**src/rtl/uart_text_pkg.sv**
```systemverilog
// Shared definitions for the UART text terminal controller: FSM encoding,
// cursor commands, character constants and the printable-range helper.
package uart_text_pkg;

  localparam int XW = 7;
  localparam int YW = 5;

  typedef enum logic [1:0] {
    ST_IDLE,
    ST_DECODE,
    ST_ECHO,
    ST_CLEAR
  } state_t;

  typedef enum logic [2:0] {
    CUR_NONE,
    CUR_ADV,
    CUR_NL,
    CUR_BACK,
    CUR_HOME
  } cur_cmd_t;

  localparam logic [7:0] CH_CR    = 8'h0D;
  localparam logic [7:0] CH_BS    = 8'h08;
  localparam logic [7:0] CH_ESC   = 8'h1B;
  localparam logic [7:0] CH_SP    = 8'h20;
  localparam logic [7:0] CH_PR_LO = 8'h20;
  localparam logic [7:0] CH_PR_HI = 8'h7E;

  function automatic logic is_printable(input logic [7:0] c);
    return (c >= CH_PR_LO) && (c <= CH_PR_HI);
  endfunction

endpackage

```
**src/rtl/text_cursor.sv**
```systemverilog
// Text cursor register with single-cycle advance/newline/backstep/home commands.
// Also exposes the backstep target so the caller can write the erased cell.
module text_cursor
  import uart_text_pkg::*;
#(
  parameter int COLS = 80,
  parameter int ROWS = 30
) (
  input  logic          clk,
  input  logic          rst_n,
  input  cur_cmd_t      i_cmd,
  output logic [XW-1:0] o_cur_x,
  output logic [YW-1:0] o_cur_y,
  output logic [XW-1:0] o_back_x,
  output logic [YW-1:0] o_back_y,
  output logic          o_at_home
);

  localparam logic [XW-1:0] X_MAX = XW'(COLS - 1);
  localparam logic [YW-1:0] Y_MAX = YW'(ROWS - 1);

  logic [YW-1:0] w_row_inc;
  logic [XW-1:0] w_nx;
  logic [YW-1:0] w_ny;

  // No scrolling: the last row wraps back to the top.
  assign w_row_inc = (o_cur_y == Y_MAX) ? '0 : o_cur_y + YW'(1);
  assign o_at_home = (o_cur_x == '0) && (o_cur_y == '0);
  assign o_back_x  = (o_cur_x == '0) ? X_MAX : o_cur_x - XW'(1);
  assign o_back_y  = (o_cur_x != '0) ? o_cur_y :
                     (o_cur_y == '0) ? Y_MAX : o_cur_y - YW'(1);

  always_comb begin
    w_nx = o_cur_x;
    w_ny = o_cur_y;
    case (i_cmd)
      CUR_ADV: begin
        if (o_cur_x == X_MAX) begin
          w_nx = '0;
          w_ny = w_row_inc;
        end else begin
          w_nx = o_cur_x + XW'(1);
        end
      end
      CUR_NL: begin
        w_nx = '0;
        w_ny = w_row_inc;
      end
      CUR_BACK: begin
        if (!o_at_home) begin
          w_nx = o_back_x;
          w_ny = o_back_y;
        end
      end
      CUR_HOME: begin
        w_nx = '0;
        w_ny = '0;
      end
      default: ;
    endcase
  end

  always_ff @(posedge clk or negedge rst_n) begin
    if (!rst_n) begin
      o_cur_x <= '0;
      o_cur_y <= '0;
    end else begin
      o_cur_x <= w_nx;
      o_cur_y <= w_ny;
    end
  end

endmodule

```
**src/rtl/uart_text_ctrl.sv**
```systemverilog
// UART-to-text-buffer controller: pops one received byte at a time, renders it
// into VRAM with cursor handling, optionally echoes it, and clears on ESC.
module uart_text_ctrl
  import uart_text_pkg::*;
#(
  parameter int COLS = 80,
  parameter int ROWS = 30,
  parameter int ECHO = 1
) (
  input  logic          clk,
  input  logic          rst_n,
  input  logic          rx_empty,
  input  logic [7:0]    rd_data,
  input  logic          tx_full,
  output logic          rd_uart,
  output logic          wr_uart,
  output logic [7:0]    wr_data,
  output logic          vram_we,
  output logic [XW-1:0] vram_x,
  output logic [YW-1:0] vram_y,
  output logic [7:0]    vram_din,
  output logic [XW-1:0] cur_x,
  output logic [YW-1:0] cur_y
);

  localparam logic [XW-1:0] X_MAX = XW'(COLS - 1);
  localparam logic [YW-1:0] Y_MAX = YW'(ROWS - 1);

  state_t        r_state, w_state;
  logic [7:0]    r_char, w_char;
  logic [XW-1:0] r_clr_x, w_clr_x;
  logic [YW-1:0] r_clr_y, w_clr_y;

  logic          w_rd, w_wr, w_we;
  logic [7:0]    w_wdata, w_vdin;
  logic [XW-1:0] w_vx;
  logic [YW-1:0] w_vy;
  cur_cmd_t      w_cmd;

  logic [XW-1:0] w_back_x;
  logic [YW-1:0] w_back_y;
  logic          w_at_home;

  text_cursor #(.COLS(COLS), .ROWS(ROWS)) u_cursor (
    .clk      (clk),
    .rst_n    (rst_n),
    .i_cmd    (w_cmd),
    .o_cur_x  (cur_x),
    .o_cur_y  (cur_y),
    .o_back_x (w_back_x),
    .o_back_y (w_back_y),
    .o_at_home(w_at_home)
  );

  // Next-state and next-output logic; every output is registered below.
  always_comb begin
    w_state = r_state;
    w_char  = r_char;
    w_clr_x = r_clr_x;
    w_clr_y = r_clr_y;
    w_rd    = 1'b0;
    w_wr    = 1'b0;
    w_we    = 1'b0;
    w_wdata = wr_data;
    w_vx    = vram_x;
    w_vy    = vram_y;
    w_vdin  = vram_din;
    w_cmd   = CUR_NONE;
    case (r_state)
      ST_IDLE: begin
        if (!rx_empty) begin
          w_char  = rd_data;
          w_rd    = 1'b1;
          w_state = ST_DECODE;
        end
      end
      ST_DECODE: begin
        w_state = (ECHO != 0) ? ST_ECHO : ST_IDLE;
        if (is_printable(r_char)) begin
          w_we   = 1'b1;
          w_vx   = cur_x;
          w_vy   = cur_y;
          w_vdin = r_char;
          w_cmd  = CUR_ADV;
        end else if (r_char == CH_CR) begin
          w_cmd = CUR_NL;
        end else if (r_char == CH_BS) begin
          // Backspace at home still echoes but has nothing to erase.
          if (!w_at_home) begin
            w_we   = 1'b1;
            w_vx   = w_back_x;
            w_vy   = w_back_y;
            w_vdin = CH_SP;
            w_cmd  = CUR_BACK;
          end
        end else if (r_char == CH_ESC) begin
          w_state = ST_CLEAR;
          w_clr_x = '0;
          w_clr_y = '0;
        end else begin
          w_state = ST_IDLE;
        end
      end
      ST_ECHO: begin
        if (!tx_full) begin
          w_wr    = 1'b1;
          w_wdata = r_char;
          w_state = ST_IDLE;
        end
      end
      ST_CLEAR: begin
        w_we   = 1'b1;
        w_vx   = r_clr_x;
        w_vy   = r_clr_y;
        w_vdin = CH_SP;
        if (r_clr_x == X_MAX) begin
          w_clr_x = '0;
          if (r_clr_y == Y_MAX) begin
            w_state = ST_IDLE;
            w_cmd   = CUR_HOME;
          end else begin
            w_clr_y = r_clr_y + YW'(1);
          end
        end else begin
          w_clr_x = r_clr_x + XW'(1);
        end
      end
      default: w_state = ST_IDLE;
    endcase
  end

  always_ff @(posedge clk or negedge rst_n) begin
    if (!rst_n) begin
      r_state  <= ST_IDLE;
      r_char   <= 8'h00;
      r_clr_x  <= '0;
      r_clr_y  <= '0;
      rd_uart  <= 1'b0;
      wr_uart  <= 1'b0;
      vram_we  <= 1'b0;
      wr_data  <= 8'h00;
      vram_x   <= '0;
      vram_y   <= '0;
      vram_din <= 8'h00;
    end else begin
      r_state  <= w_state;
      r_char   <= w_char;
      r_clr_x  <= w_clr_x;
      r_clr_y  <= w_clr_y;
      rd_uart  <= w_rd;
      wr_uart  <= w_wr;
      vram_we  <= w_we;
      wr_data  <= w_wdata;
      vram_x   <= w_vx;
      vram_y   <= w_vy;
      vram_din <= w_vdin;
    end
  end

endmodule

```
**config.mk**
```make
export PLATFORM = sky130hd
export DESIGN_NAME = uart_text_ctrl
export DESIGN_NICKNAME = d
export VERILOG_FILES = /design/src/rtl/uart_text_pkg.sv /design/src/rtl/text_cursor.sv /design/src/rtl/uart_text_ctrl.sv
export SDC_FILE = /design/constraint.sdc
export NUM_CORES = 1
export LEC_CHECK = 0
export CAP_MARGIN = 15
export CORE_MARGIN = 10
export CORE_UTILIZATION = 55
export DETAILED_ROUTE_END_ITERATION = 12
export PLACE_DENSITY = 0.83
export RECOVER_POWER = 100
export SETUP_SLACK_MARGIN = 0.15
export SLEW_MARGIN = 20
export SYNTH_ARGS = -nofsm -noshare
export SYNTH_HDL_FRONTEND = slang
export SYNTH_SLANG_ARGS = --single-unit
```
**constraint.sdc**
```tcl
create_clock -name clk -period 4.4 [get_ports clk]
set_clock_uncertainty 0.2 [all_clocks]
set_input_delay 0.66 -clock clk [delete_from_list [all_inputs] [get_ports clk]]
set_output_delay 0.66 -clock clk [all_outputs]
set_load 0.005 [all_outputs]
```
==> flow_metrics.py <==
metrics = {
    "min_path": {
        "worstHoldEndpoint": "vram_din[6]$_DFFE_PN0P_",
        "hp-class": "register to register",
        "whs_path_depth": 2,
        "hp-start": "vram_din[6]$_DFFE_PN0P_",
    },
    "clock_network": {
        "cts_hold_buf": 0,
        "root_buffer": "clkbuf_8",
        "cts_tree": "done",
        "clk_pin_slew_ns": 0.07,
        "cts.repair.resized": 0,
        "insertion_delay_ns": 0.35,
        "h-tree-depth": 3,
        "post_cts_buffers": 0,
        "cts_buffers": 9,
        "cts_buffer_depth": 2,
        "clkSinkCount": 65,
    },
    "grt": {
        "busiest_layer": "met2",
        "antenna_found_initial": 0,
        "use_met3_pct": 7.08,
        "grt_use_total_pct": 19.1,
        "grt_pass1_vias": 3124,
        "grt_use_met1_pct": 24.8,
        "grt_use_met2_pct": 29.2,
        "overflow": 0,
        "grt_pass1_wl_mm": 15.7,
        "grt_max_degree": 40,
    },
    "synthesis": {
        "syn_inst": 388,
        "synthArstFlopShare_pct": 100,
        "synth_flop_cell": "dfrtp_1",
        "ys_ff_latch": 65,
        "syn-num-nets": 410,
        "synth.distinct_cells": 63,
        "synth_edf_count": 0,
        "avgSynthCellArea_um2": 9.43,
        "yosysWarnings": 0,
        "yosysSeqAreaShare_pct": 44.4,
        "syn_area_mm2": 0.00366,
    },
    "drt": {
        "drcViolationCount": 0,
        "routed_wirelength_mm": 9.54,
        "wire_per_inst_um": 18.4,
        "initialDrtViolationCount": 218,
        "drt-pass1-iter-count": 5,
        "vias": 3199,
        "via_per_inst": 6.18,
        "antenna_left": 0,
    },
    "sta": {
        "post-route-min-period_ns": 3.55,
        "worst_slew_pin_slew_ns": 2.11,
        "period_share_pct": 80.8,
        "relSlewSlack_pct": -40.4,
        "grt_setup_unrepaired": "false",
        "layout_setup_ws_ns": 0.845,
        "tns_ns": 0,
        "slew_violations": 40,
        "hold_viol_final": 0,
        "final-setup-viol-count": 0,
        "fmax_ghz": 0.281,
    },
    "floorplanning": {
        "core_mm2": 0.00642,
        "dieHeight_um": 102,
        "die_area_mm2": 0.0103,
        "die_w_um": 102,
        "start_util_pct": 57.0,
        "fp-row-count": 29,
        "io_pins": 55,
    },
    "final_layout": {
        "final_common_cell": "dfrtp_1",
        "n_antenna_cell": 0,
        "final_core_util_pct": 68.4,
        "stdcell_area_mm2": 0.00439,
        "area_delta_synth_final_pct": 20.1,
        "fin_nets": 458,
        "final_cell_mix": "dfrtp_1 (65), nand2_1 (45), dlygate4sd3_1 (43)",
        "num-fill-cells": 503,
        "layout-drive-gt1-share_pct": 9.52,
    },
    "setup_path": {
        "r2r-end": "u_cursor.o_cur_y[3]$_DFFE_PN0P_",
        "path_max_fanout": 15,
        "critPathRequiredTime_ns": 4.40,
        "worstSetupStartpointType": "register",
        "worstRegToRegCells": 6,
        "path_class": "register to register",
        "endpoint_kind": "register",
        "r2r_start": "r_state[0]$_DFFE_PN0P_",
        "rrSetupSlack_ns": 0.85,
        "cp.arrival_ns": 3.55,
    },
    "placed_design": {
        "hpwl_mm": 6.83,
        "postPlaceCellArea_mm2": 0.00424,
        "routabilityCongestion": 0.918,
        "port_buffers": 54,
        "post-place-ws_ns": 1.29,
    },
    "outcome": {
        "violations": "max-capacitance violations, max-slew violations",
        "status": "complete, but fails checks",
    },
    "power": {
        "p_leak_nw": 1.92,
        "peakVddDrop_uv": 337,
        "pwr_density_cell_mw_per_mm2": 660,
        "power.total_mw": 2.90,
    },
    "flow_run": {
        "drv_cap": 1,
    },
}
## layer usage
layer | vias up | part of all wire [%]
met3 | 11 | 9.4
met2 | 118 | 47
li1 | 1524 | -
met1 | 1546 | 42
met4 | 0 | 0.99
met5 | - | 0
## worst max path at each step
stage                                               start                               to  slack (ns)
after floorplan           u_cursor.o_cur_y[0]$_DFFE_PN0P_            vram_y[3]$_DFFE_PN0P_        2.06
after global placement    u_cursor.o_cur_x[0]$_DFFE_PN0P_            vram_y[3]$_DFFE_PN0P_        1.41
after detailed placement  u_cursor.o_cur_x[0]$_DFFE_PN0P_            vram_y[3]$_DFFE_PN0P_        1.29
after CTS                 u_cursor.o_cur_x[0]$_DFFE_PN0P_            vram_y[3]$_DFFE_PN0P_        1.29
after global routing                                rst_n            r_char[1]$_DFFE_PN0P_        0.55
final                              r_state[0]$_DFFE_PN0P_  u_cursor.o_cur_y[3]$_DFFE_PN0P_        0.85
## cell usage after synthesis (4+ instances only)
cell type  number  area, um2
a211oi_1        5       37.5
a22o_1          4       35.0
and2_1          4       25.0
o31ai_1         4       30.0
inv_1          11       41.3
o22ai_1         5       31.3
nand4_1        12       75.1
clkbuf_1       13       48.8
dfrtp_1        65       1630
a21oi_1        18       90.1
o21ai_0        29        145
and3_1          4       25.0
nor3_1         11       55.1
ha_1           10        125
nand2_1        45        169
xor2_1          5       43.8
nor2_1         33        124
buf_2           5       25.0
mux2_2         16        180
o21ai_1         5       25.0
nand3_1        13       65.1
## where the power goes
group          internal [mW]  switching (mW)
sequential             0.808           0.262
combinational          0.593           0.664
clock                  0.334           0.240
total                   1.74            1.17
## cell type report
class / instances / area (um2) / area share (%)
tap: 77 / 96.3 / 2.19
inverter: 12 / 45.0 / 1.03
clock buffer: 11 / 141 / 3.22
timing repair buffer: 58 / 557 / 12.7
clock inverter: 5 / 78.8 / 1.79
multi-input combinational: 290 / 1850 / 42.1
sequential: 65 / 1630 / 37.0
## metrics by stage
stage                     instances  hold WS [ns]
final                           518         0.269
after global routing            518         0.296
after CTS                       518         0.255
after detailed placement        502         0.264
after global placement          502         0.255
after floorplan                 388         0.164
## critical path: stages, from the launching register on
cell and delay (ns):
dfrtp_1 0.65, nor3b_1 0.41, nand3_1 0.28, o41ai_1 1.04
nor3_1 0.39, a41o_1 0.31, o2bb2ai_1 0.11
## logic make-up after synthesis
| group | share of synthesized area, % |
|---|---|
| AOI/OAI and AO/OA | 20.5 |
| xor gates and xnor gates | 1.91 |
| adders and majority gates | 3.42 |
| buffers and inverters | 3.86 |
| DFF | 44.4 |
| muxes | 5.47 |
| and+or+nand+nor | 20.4 |
## sequential cells by signal (all words and copies together), names as in the netlist
name and flops:
r_char 8, vram_din 8, wr_data 8, r_clr_x 7
u_cursor.o_cur_x 7, vram_x 7, r_clr_y 5, u_cursor.o_cur_y 5
vram_y 5, r_state 2, rd_uart 1, vram_we 1
wr_uart 1
No activity file was read; power rests on OpenSTA's default activity.
